--- config.mk ---
export PLATFORM = sky130hd
export DESIGN_NAME = pipelined_cla_adder
export DESIGN_NICKNAME = d
export VERILOG_FILES = /design/src/rtl/cla_pkg.sv /design/src/rtl/cla_group.sv /design/src/rtl/pipelined_cla_adder.sv
export SDC_FILE = /design/constraint.sdc
export NUM_CORES = 1
export LEC_CHECK = 0
export BUFFER_PORTS_ARGS = -buffer_cell sky130_fd_sc_hd__buf_2
export CORE_UTILIZATION = 25
export DETAILED_ROUTE_END_ITERATION = 12
export SYNTH_ARGS = -nofsm -noshare
export SYNTH_HDL_FRONTEND = slang
export SYNTH_HIERARCHICAL = 1
export SYNTH_SLANG_ARGS = --single-unit
--- constraint.sdc ---
create_clock -name clk -period 4.21 [get_ports clk]
set_input_delay 0.2105 -clock clk [delete_from_list [all_inputs] [get_ports clk]]
set_output_delay 0.2105 -clock clk [all_outputs]
set_load 0.05 [all_outputs]
--- src/rtl/cla_pkg.sv ---
// Shared types and helpers for the pipelined carry-lookahead adder.
package cla_pkg;

  typedef struct packed {
    logic g;
    logic p;
  } gp_t;

  localparam int unsigned N_LEGAL_BLOCK = 3;
  localparam int unsigned LEGAL_BLOCK [N_LEGAL_BLOCK] = '{2, 4, 8};

  function automatic bit is_legal_block(input int unsigned blk);
    bit ok;
    ok = 1'b0;
    for (int unsigned i = 0; i < N_LEGAL_BLOCK; i++) begin
      if (LEGAL_BLOCK[i] == blk) ok = 1'b1;
    end
    return ok;
  endfunction

  // Carry into position n as a flat sum of products (no ripple chain).
  function automatic logic lookahead_carry(input logic [63:0] g, input logic [63:0] p,
                                           input logic cin, input int n);
    logic acc;
    logic term;
    acc = cin;
    for (int m = 0; m < n; m++) acc = acc & p[m];
    for (int j = 0; j < n; j++) begin
      term = g[j];
      for (int m = j + 1; m < n; m++) term = term & p[m];
      acc = acc | term;
    end
    return acc;
  endfunction

endpackage

--- src/rtl/cla_group.sv ---
// One BLOCK-bit lookahead group: bit G/P in, group G/P and per-bit carries out.
module cla_group
  import cla_pkg::*;
#(
  parameter int BLOCK = 4
) (
  input  logic [BLOCK-1:0] bit_g,
  input  logic [BLOCK-1:0] bit_p,
  input  logic             cin,
  output gp_t              grp,
  output logic [BLOCK-1:0] carry
);

  always_comb begin
    carry = '0;
    for (int i = 0; i < BLOCK; i++) begin
      carry[i] = lookahead_carry(64'(bit_g), 64'(bit_p), cin, i);
    end
    grp.g = lookahead_carry(64'(bit_g), 64'(bit_p), 1'b0, BLOCK);
    grp.p = &bit_p;
  end

endmodule

--- src/rtl/pipelined_cla_adder.sv ---
// Two-stage carry-lookahead adder/subtractor with valid/ready handshake on both sides.
module pipelined_cla_adder
  import cla_pkg::*;
#(
  parameter int WIDTH = 32,
  parameter int BLOCK = 4
) (
  input  logic             clk,
  input  logic             rst_n,
  input  logic             in_valid,
  output logic             in_ready,
  input  logic [WIDTH-1:0] in_a,
  input  logic [WIDTH-1:0] in_b,
  input  logic             in_cin,
  input  logic             in_sub,
  output logic             out_valid,
  input  logic             out_ready,
  output logic [WIDTH-1:0] out_sum,
  output logic             out_cout,
  output logic             out_ovf
);

  localparam int NG = WIDTH / BLOCK;

  if (WIDTH < 4 || WIDTH > 64) begin : g_bad_width
    $fatal(1, "pipelined_cla_adder: WIDTH must be in 4..64");
  end
  if (!is_legal_block(BLOCK)) begin : g_bad_block
    $fatal(1, "pipelined_cla_adder: BLOCK must be 2, 4 or 8");
  end
  if ((WIDTH % BLOCK) != 0) begin : g_bad_multiple
    $fatal(1, "pipelined_cla_adder: WIDTH must be a multiple of BLOCK");
  end

  logic             s1_valid_q, s1_valid_d;
  logic [WIDTH-1:0] s1_g_q, s1_g_d;
  logic [WIDTH-1:0] s1_p_q, s1_p_d;
  gp_t  [NG-1:0]    s1_gp_q, s1_gp_d;
  logic             s1_cin_q, s1_cin_d;

  logic             out_valid_q, out_valid_d;
  logic [WIDTH-1:0] out_sum_q, out_sum_d;
  logic             out_cout_q, out_cout_d;
  logic             out_ovf_q, out_ovf_d;

  logic             s1_adv, s2_adv;
  logic [WIDTH-1:0] b_eff, g_new, p_new;
  gp_t  [NG-1:0]    gp_new;
  logic [NG-1:0]    s1_grp_g, s1_grp_p;
  logic [NG:0]      gcarry;
  logic [WIDTH-1:0] carry_all;
  gp_t  [NG-1:0]    grp_recalc;
  logic             unused_grp;

  always_comb begin
    s2_adv = !out_valid_q | out_ready;
    s1_adv = !s1_valid_q | s2_adv;
  end

  assign in_ready = s1_adv;

  // Stage 1: operand conditioning and bit/group generate-propagate.
  always_comb begin
    b_eff  = in_sub ? ~in_b : in_b;
    g_new  = in_a & b_eff;
    p_new  = in_a ^ b_eff;
    gp_new = '0;
    for (int k = 0; k < NG; k++) begin
      gp_new[k].g = lookahead_carry(64'(g_new[k*BLOCK +: BLOCK]),
                                    64'(p_new[k*BLOCK +: BLOCK]), 1'b0, BLOCK);
      gp_new[k].p = &p_new[k*BLOCK +: BLOCK];
    end
  end

  always_comb begin
    s1_valid_d = s1_adv ? in_valid : s1_valid_q;
    s1_g_d     = s1_g_q;
    s1_p_d     = s1_p_q;
    s1_gp_d    = s1_gp_q;
    s1_cin_d   = s1_cin_q;
    if (s1_adv && in_valid) begin
      s1_g_d   = g_new;
      s1_p_d   = p_new;
      s1_gp_d  = gp_new;
      s1_cin_d = in_sub | in_cin;
    end
  end

  // Stage 2: second-level lookahead across groups feeds each group's carry-in.
  always_comb begin
    s1_grp_g = '0;
    s1_grp_p = '0;
    gcarry   = '0;
    for (int k = 0; k < NG; k++) begin
      s1_grp_g[k] = s1_gp_q[k].g;
      s1_grp_p[k] = s1_gp_q[k].p;
    end
    for (int k = 0; k <= NG; k++) begin
      gcarry[k] = lookahead_carry(64'(s1_grp_g), 64'(s1_grp_p), s1_cin_q, k);
    end
  end

  for (genvar k = 0; k < NG; k++) begin : g_grp
    cla_group #(.BLOCK(BLOCK)) u_grp (
      .bit_g (s1_g_q[k*BLOCK +: BLOCK]),
      .bit_p (s1_p_q[k*BLOCK +: BLOCK]),
      .cin   (gcarry[k]),
      .grp   (grp_recalc[k]),
      .carry (carry_all[k*BLOCK +: BLOCK])
    );
  end

  // Group G/P already travels registered from stage 1; the recomputed copy is not needed here.
  assign unused_grp = ^grp_recalc;

  always_comb begin
    out_valid_d = s2_adv ? s1_valid_q : out_valid_q;
    out_sum_d   = out_sum_q;
    out_cout_d  = out_cout_q;
    out_ovf_d   = out_ovf_q;
    if (s2_adv && s1_valid_q) begin
      out_sum_d  = s1_p_q ^ carry_all;
      out_cout_d = gcarry[NG];
      out_ovf_d  = carry_all[WIDTH-1] ^ gcarry[NG];
    end
  end

  always_ff @(posedge clk or negedge rst_n) begin
    if (!rst_n) begin
      s1_valid_q  <= 1'b0;
      s1_g_q      <= '0;
      s1_p_q      <= '0;
      s1_gp_q     <= '0;
      s1_cin_q    <= 1'b0;
      out_valid_q <= 1'b0;
      out_sum_q   <= '0;
      out_cout_q  <= 1'b0;
      out_ovf_q   <= 1'b0;
    end else begin
      s1_valid_q  <= s1_valid_d;
      s1_g_q      <= s1_g_d;
      s1_p_q      <= s1_p_d;
      s1_gp_q     <= s1_gp_d;
      s1_cin_q    <= s1_cin_d;
      out_valid_q <= out_valid_d;
      out_sum_q   <= out_sum_d;
      out_cout_q  <= out_cout_d;
      out_ovf_q   <= out_ovf_d;
    end
  end

  assign out_valid = out_valid_q;
  assign out_sum   = out_sum_q;
  assign out_cout  = out_cout_q;
  assign out_ovf   = out_ovf_q;

endmodule

==> flow_metrics.env, run 1 <==
export IMPL_antenna_cells=0
export IMPL_finalWirelength_um=12100
export IMPL_firstDrtPassIters=4
export IMPL_power_density_nw_per_um2=569
export IMPL_die_area_sq_um=22900
export IMPL_worst_setup_path_end_kind="register"
export IMPL_worstSetupPathType="reg -> reg"
export IMPL_final_common_cell="dfrtp_1"
export IMPL_drtIter0Drc=183
export IMPL_gp_congestion=0.756
export IMPL_hpwlAfterDp_um=9010
export IMPL_numPortBuffers=105
export IMPL_max_freq_mhz=387
export IMPL_met3_length_um=492
export IMPL_cp_buffers_inverters=1
export IMPL_drv_cap=0
export IMPL_num_io_pins=106
export IMPL_fin_crit_sh=0.614
export IMPL_vdd_drop_max_v=0.000175
export IMPL_vias=3790
export IMPL_rsz0062_at_grt="no"
export IMPL_drc=0
export IMPL_p_total_mw=3.78
export IMPL_arrival_ns=2.79
export IMPL_hold_buffers=1
export IMPL_cts_buffer_depth=2
export IMPL_clkLatencyLatePin_ns=0.35
export IMPL_worstMarginPinSlew_ns=1.06
export IMPL_slowest_stage="dfrtp_1"
export IMPL_cts_resized_gates=0
export IMPL_ff2ff_setup_slack_ns=1.63
export IMPL_worst_setup_path_start_kind="register"
export IMPL_period_needed_ns=2.58
export IMPL_setup_viol=0
export IMPL_cts_tree="done"
export IMPL_grt_max_degree=91
export IMPL_whs_ns=0.106
export IMPL_grt_pass1_vias=3791
export IMPL_grt_usage=0.114
export IMPL_multi_input_area_sq_um=2670
export IMPL_die_w_um=151
export IMPL_clkSinkCount=109
export IMPL_p_leak_nw=3.20
export IMPL_routedWlPerCell_um=13.8
export IMPL_final_fill_count=2253
export IMPL_critPathRequiredTime_ns=4.42
export IMPL_cts_buffers=9
export IMPL_mostFrequentLayoutCells="109 x dfrtp_1, 104 x buf_2, 62 x o21ai_0"
export IMPL_slew_headroom=0.294
export IMPL_chipHeight_um=151
export IMPL_netlist_area_sq_um=5570
export IMPL_dp_cells=860
export IMPL_avgSynthCellArea_sq_um=11.1
export IMPL_path_clk_slew_ns=0.07
export IMPL_skew_ns=0.0105
export IMPL_start_util=0.255
export IMPL_htree_levels=3
export IMPL_postCtsSetupRepairBufs=0
export IMPL_final_cells=877
export IMPL_outcome="completed"
export IMPL_vias_per_cell=4.32
export IMPL_syn_inst=500
export IMPL_syn_num_nets=602
export IMPL_dr_wl_met2_um=5630
export IMPL_worstHoldPathType="in -> reg"
export IMPL_tns_ns=0
export IMPL_core_area_sq_um=21800
export IMPL_postLayoutCellArea_sq_um=6640
export IMPL_drive_above_1_share=0.332
export IMPL_postRouteAntennaNets=0
export IMPL_critical_path_top_delay_family="compound AO/OA/AOI/OAI gates"
export IMPL_clock_root_buffer="clkbuf_16"
export IMPL_met1Wirelength_um=5830
export IMPL_fin_nets=694
export IMPL_placedInstanceArea_sq_um=6340
export IMPL_rows=54
export IMPL_crit_chain="a21o_1 > a221o_1 > or2_1 > a21o_1 > a21o_1 > a21oi_2 > inv_2 > a21o_1 > xnor2_1 > o21ai_0"
export IMPL_antenna_found_initial=0
export IMPL_crit_path_max_incr_delay_ns=0.43
export IMPL_yosys_warnings=6
export IMPL_finalHoldViolCount=0
export IMPL_top_layer="met4"
export IMPL_cp_max_fo=4
export IMPL_grt_pass1_wl_um=19800
export IMPL_grt_overflow_total=0
export IMPL_regArea_sq_um=2730
export IMPL_slew_viol_final=0
export IMPL_syn_to_final_growth_pct=19.2
export IMPL_cp_common_cell="a21o_1"
==> worst reg2reg max path: cells and delay by family, from the launching register on <==
family                 cells  cell delay (ns)
AO/OA/AOI/OAI              7             1.55
XOR/XNOR                   1             0.14
buffers and inverters      1             0.06
flip-flops                 1             0.43
AND/OR/NAND/NOR            1             0.29
==> report_power, final <==
part           switching [mW]  internal, mW  leakage, nW
sequential              0.193          1.32         1.34
clock                   0.390         0.462        0.147
combinational           0.928         0.486         1.71
total                    1.51          2.27         3.20
==> metrics by stage <==
step                setup WS [ns]   util
finish                       1.63  0.304
global route                 1.43  0.304
CTS                          1.58  0.304
detailed placement           1.61  0.290
global placement             1.64  0.290
floorplan                    1.93      -
==> final cells by class <==
class	instances	share of cell area
inverters	8	0.00452
multi-input cells	354	0.402
repair buffers	110	0.0856
clock buffers	10	0.0345
clock inverters	6	0.00943
flip-flops and latches	109	0.411
well taps	280	0.0528
==> metal layers <==
layer,track usage,up-vias
li1,-,1906
met1,0.149,1813
met2,0.182,61
met3,0.0259,10
met4,0.0405,0
met5,0,-
==> flip-flops by register name, indices dropped and copies added, names as in the netlist <==
name and cells:
out_sum 32, s1_p_q 32, s1_g_q 24, s1_gp_q 16, out_cout 1, out_ovf 1
out_valid 1, s1_cin_q 1, s1_valid_q 1
==> worst paths after layout <==
check / to / from / cells after the start
max in group asynchronous: s1_p_q[31] / rst_n / 3
max reg2reg: out_sum[26] / s1_cin_q / 10
max: out_sum[26] / s1_cin_q / 10
min reg2reg: out_sum[31] / out_sum[31] / 2
min in group asynchronous: out_sum[14] / rst_n / 2
min: s1_valid_q / in_valid / 2
Power figures use the tool's default switching activity.
==> run 2, diff against run 1 <==
ABC_AREA = 1   (was not set)
clock period = 2.5 ns   (was 4.21 ns; I/O delays follow)
==> run 2 against run 1 <==
Global-route usage grew 0.46 points. Final cell count is 19% higher. Total power rose by 79%. First-iteration DRC count is 6.0% lower. Clock power is 87% higher. Critical endpoint is now out_sum[30]. Clock skew shrank 0.0022 ns. Largest cell class unchanged. Worst setup slack lost 1.1 ns.
==> flow_metrics.env, run 2 <==
export IMPL_cts_buffers=9
export IMPL_die_area_sq_um=23700
export IMPL_grt_pass1_wl_um=22100
export IMPL_min_delay_start="in_cin"
export IMPL_vias_per_cell=4.23
export IMPL_rsz0062_at_grt="no"
export IMPL_max_freq_mhz=500
export IMPL_num_io_pins=106
export IMPL_cts_resized_gates=0
export IMPL_tns_ns=0
export IMPL_worst_setup_path_start_kind="register"
export IMPL_die_w_um=154
export IMPL_vdd_drop_max_v=0.000330
export IMPL_drc=0
export IMPL_critPathRequiredTime_ns=2.71
export IMPL_clkSinkCount=109
export IMPL_regToRegStartpoint="s1_cin_q"
export IMPL_antenna_found_initial=0
export IMPL_routedWlPerCell_um=12.5
export IMPL_slowest_stage="dfrtp_1"
export IMPL_worstSetupPathType="reg -> reg"
export IMPL_avgSynthCellArea_sq_um=8.70
export IMPL_start_util=0.255
export IMPL_rr_worst_depth=11
export IMPL_period_needed_ns=2.00
export IMPL_mostFrequentLayoutCells="240 x nand2_1, 109 x dfrtp_1, 104 x buf_2"
export IMPL_r2r_end="out_sum[30]"
export IMPL_whs_ns=0.0674
export IMPL_final_common_cell="nand2_1"
export IMPL_power_density_nw_per_um2=976
export IMPL_path_clk_slew_ns=0.07
export IMPL_fin_crit_sh=0.800
export IMPL_slew_viol_final=0
export IMPL_htree_levels=3
export IMPL_netlist_area_sq_um=5780
export IMPL_grt_max_degree=84
export IMPL_clock_root_buffer="clkbuf_16"
export IMPL_grt_overflow_total=0
export IMPL_cts_tree="done"
export IMPL_cp_max_fo=5
export IMPL_antenna_cells=0
export IMPL_fin_ws_ns=0.500
export IMPL_crit_path_max_incr_delay_ns=0.42
export IMPL_p_leak_nw=3.53
export IMPL_dp_slack_ns=0.482
export IMPL_finalWirelength_um=13100
export IMPL_holdPathStages=3
export IMPL_grt_pass1_vias=4413
export IMPL_yosys_warnings=6
export IMPL_chipHeight_um=154
export IMPL_ff2ff_setup_slack_ns=0.50
export IMPL_syn_inst=665
export IMPL_arrival_ns=2.21
export IMPL_min_to="s1_cin_q"
export IMPL_postRouteAntennaNets=0
export IMPL_outcome="completed"
export IMPL_numPortBuffers=105
export IMPL_finalHoldViolCount=0
export IMPL_final_cells=1048
export IMPL_rows=55
export IMPL_worstHoldPathType="in -> reg"
export IMPL_grt_usage=0.118
export IMPL_hpwlAfterDp_um=9870
export IMPL_worst_setup_path_end_kind="register"
export IMPL_fin_nets=860
export IMPL_gp_congestion=0.765
export IMPL_dp_cells=1031
export IMPL_clkLatencyLatePin_ns=0.35
export IMPL_drive_above_1_share=0.197
export IMPL_drtIter0Drc=172
export IMPL_worstMarginPinSlew_ns=0.795
export IMPL_syn_num_nets=767
export IMPL_setup_viol=0
export IMPL_drv_cap=0
export IMPL_cp_common_cell="nand2_1"
export IMPL_cts_buffer_depth=2
export IMPL_slew_headroom=0.470
export IMPL_crit_chain="nand2_1 > nand2_1 > nand3_2 > nand2_2 > nand2_2 > a21boi_0 > a21o_2 > nand2_1 > nand2_1 > xnor2_1 > o21ai_0"
export IMPL_firstDrtPassIters=4
export IMPL_syn_to_final_growth_pct=19.5
export IMPL_core_area_sq_um=22600
export IMPL_skew_ns=0.00829
export IMPL_vias=4436
run 2: per-layer routing:
layer  wire (um)  vias up  share of wire  GRT usage
met5           0        -              0          0
met3         478       19          0.036     0.0228
met4         294        0          0.022     0.0519
met2        5850       80           0.45      0.182
li1            -     2308              -          -
met1        6480     2029           0.49      0.161
run 2: repair_timing:
item	4_1_cts	5_1_grt
setup buffers	0	0
hold buffers	1	0
endpoints found under the hold margin	38	0
run 2: layout make-up:
type	count	area [sq um]
fill	2384	15700
sequential	109	2730
multi-input combinational	471	2650
timing repair buffer	117	658
tap	285	357
clock buffer	13	260
inverter	50	188
clock inverter	3	67.6
run 2: power breakdown:
part | internal (mW) | switching (mW)
combinational | 0.766 | 1.82
sequential | 2.23 | 0.344
clock | 0.935 | 0.651
total | 3.93 | 2.81
run 2: critical path, delay by kind of cell (launching register included):
kind	cells	cell delay [ns]
AO/OA/AOI/OAI	3	0.66
AND/OR/NAND/NOR	7	0.67
XOR/XNOR	1	0.11
flip-flops	1	0.42
run 2: how the worst max path moves through the flow:
stage | from | end | slack, ns | depth (start not counted)
6_report | s1_cin_q | out_sum[30] | 0.50 | 11
5_1_grt | s1_cin_q | out_sum[31] | 0.27 | 10
4_1_cts | s1_cin_q | out_sum[31] | 0.47 | 10
3_5_place_dp | s1_cin_q | out_sum[30] | 0.48 | 11
3_3_place_gp | s1_cin_q | out_sum[30] | 0.51 | 11
2_1_floorplan | out_valid | s1_gp_q[11] | 0.71 | 7
run 2: through the flow:
| stage | total power, mW | utilization | cell area [sq um] |
|---|---|---|---|
| 3_3_place_gp | 5.21 | 0.290 | 6570 |
| 5_1_grt | 7.21 | 0.305 | 6910 |
| 4_1_cts | 6.84 | 0.305 | 6910 |
| 6_report | 6.75 | 0.305 | 6910 |
| 2_1_floorplan | 4.55 | - | 5780 |
| 3_5_place_dp | 5.23 | 0.290 | 6570 |
==> run 3, diff against run 2 <==
clock period = 1.96 ns   (was 2.5 ns; I/O delays follow)
==> run 3 against run 2 <==
Via count up 0.77%. Combinational power up 29%. Clock-buffer cell count down 2. Final cell count about the same. Sequential cell count unchanged. Total power up 26%. Register-to-register slack worse by 0.29 ns. Wire length up 2.3%. Global-route usage up 0.34 points. Maximum frequency up 14%. Utilization about the same.
==> flow_metrics.env, run 3 (same netlist as run 2, synthesis figures left out) <==
export IMPL_num_io_pins=106
export IMPL_grt_pass1_wl_um=22700
export IMPL_hpwlAfterDp_um=9940
export IMPL_slew_headroom=0.683
export IMPL_mostFrequentLayoutCells="240 x nand2_1, 109 x dfrtp_1, 104 x buf_2"
export IMPL_crit_path_max_incr_delay_ns=0.39
export IMPL_clock_root_buffer="clkbuf_16"
export IMPL_setup_viol=0
export IMPL_tns_ns=0
export IMPL_fin_nets=862
export IMPL_holdPathStages=4
export IMPL_period_needed_ns=1.75
export IMPL_slew_viol_final=0
export IMPL_htree_levels=3
export IMPL_postRouteAntennaNets=0
export IMPL_met1Wirelength_um=6560
export IMPL_chipHeight_um=154
export IMPL_path_clk_slew_ns=0.07
export IMPL_final_cells=1049
export IMPL_cts_tree="done"
export IMPL_die_w_um=154
export IMPL_vias=4470
export IMPL_drtIter0Drc=201
export IMPL_die_area_sq_um=23700
export IMPL_regArea_sq_um=2730
export IMPL_finalHoldViolCount=0
export IMPL_cp_common_cell="nand2_1"
export IMPL_cp_buffers_inverters=1
export IMPL_skew_ns=0.00510
export IMPL_finalWirelength_um=13400
export IMPL_drive_above_1_share=0.202
export IMPL_dr_wl_met2_um=6220
export IMPL_grt_overflow_total=0
export IMPL_slowest_stage="dfrtp_1"
export IMPL_cts_buffers=9
export IMPL_startpoint="s1_gp_q[1]"
export IMPL_antenna_cells=0
export IMPL_vias_per_cell=4.26
export IMPL_worst_setup_path_start_kind="register"
export IMPL_drv_cap=0
export IMPL_rr_worst_depth=12
export IMPL_final_common_cell="nand2_1"
export IMPL_numPortBuffers=105
export IMPL_worstMarginPinSlew_ns=0.475
export IMPL_max_freq_mhz=571
export IMPL_multi_input_area_sq_um=2670
export IMPL_final_fill_count=2391
export IMPL_dp_slack_ns=0.143
export IMPL_drc=0
export IMPL_dp_cells=1033
export IMPL_top_layer="met4"
export IMPL_arrival_ns=1.97
export IMPL_vdd_drop_max_v=0.000633
export IMPL_core_area_sq_um=22600
export IMPL_whs_ns=0.0427
export IMPL_outcome="completed"
export IMPL_p_total_mw=8.48
export IMPL_cts_buffer_depth=2
export IMPL_path_depth=12
export IMPL_gp_congestion=0.783
export IMPL_postCtsSetupRepairBufs=0
export IMPL_worstHoldPathType="in -> reg"
export IMPL_regToRegStartpoint="s1_gp_q[1]"
export IMPL_rows=55
export IMPL_rsz0062_at_grt="yes"
export IMPL_start_util=0.255
export IMPL_worstSetupPathType="reg -> reg"
export IMPL_fin_ws_ns=0.208
export IMPL_fin_crit_sh=0.894
export IMPL_met3_length_um=409
export IMPL_antenna_found_initial=0
export IMPL_postLayoutCellArea_sq_um=6920
export IMPL_syn_to_final_growth_pct=19.6
export IMPL_cp_max_fo=5
export IMPL_placedInstanceArea_sq_um=6600
export IMPL_grt_usage=0.122
export IMPL_fin_util=0.305
export IMPL_p_leak_nw=3.54
export IMPL_min_delay_start="out_ready"
export IMPL_clkSinkCount=109
export IMPL_crit_chain="nor2_1 > nand2_1 > nand3_2 > nand2_4 > nand2_2 > a21boi_1 > buf_4 > a21o_2 > nand2_1 > nand2_1 > xnor2_1 > o21ai_1"
export IMPL_grt_max_degree=84
export IMPL_critPathRequiredTime_ns=2.18
export IMPL_power_density_nw_per_um2=1230
export IMPL_clkLatencyLatePin_ns=0.35
export IMPL_worst_setup_path_end_kind="register"
export IMPL_firstDrtPassIters=4
export IMPL_routedWlPerCell_um=12.8
export IMPL_critical_path_top_delay_family="simple AND/OR/NAND/NOR gates"
export IMPL_grt_pass1_vias=4480
[run 3: cell type report]
class / instances / area share
clock buffers: 11 / 0.0351
repair buffers: 119 / 0.0991
flip-flops and latches: 109 / 0.394
inverters: 50 / 0.0271
clock inverters: 4 / 0.00705
well taps: 285 / 0.0516
multi-input cells: 471 / 0.386
[run 3: final timing paths]
kind                            slack [ns]          end
worst max-delay path                  0.21  out_sum[30]
worst max register to register        0.21  out_sum[30]
max in group asynchronous             1.06   s1_gp_q[3]
worst min register to register        0.48   out_sum[7]
min in group asynchronous             0.26  out_sum[24]
worst min-delay path                  0.04    out_valid
[run 3: timing repair]
action | 4_1_cts | 5_1_grt
hold buffers | 1 | 0
endpoints found under the hold margin | 33 | 0
resized for setup | 0 | 5
endpoints found under the setup margin | 0 | 4
[run 3: report_power, final]
part	internal, mW	total, mW	switching, mW
Clock	1.02	1.86	0.837
Sequential	2.85	3.30	0.454
Combinational	0.999	3.32	2.32
[run 3: per-layer routing]
metal	vias up	GRT usage
li1	2306	-
met1	2076	0.164
met2	76	0.192
met3	12	0.0242
met4	0	0.0443
met5	-	0
[run 3: tightest hold or removal path, delay by kind of cell]
family,cells,cell delay [ns]
AND/OR/NAND/NOR,2,0.13
buffers and inverters,2,0.13
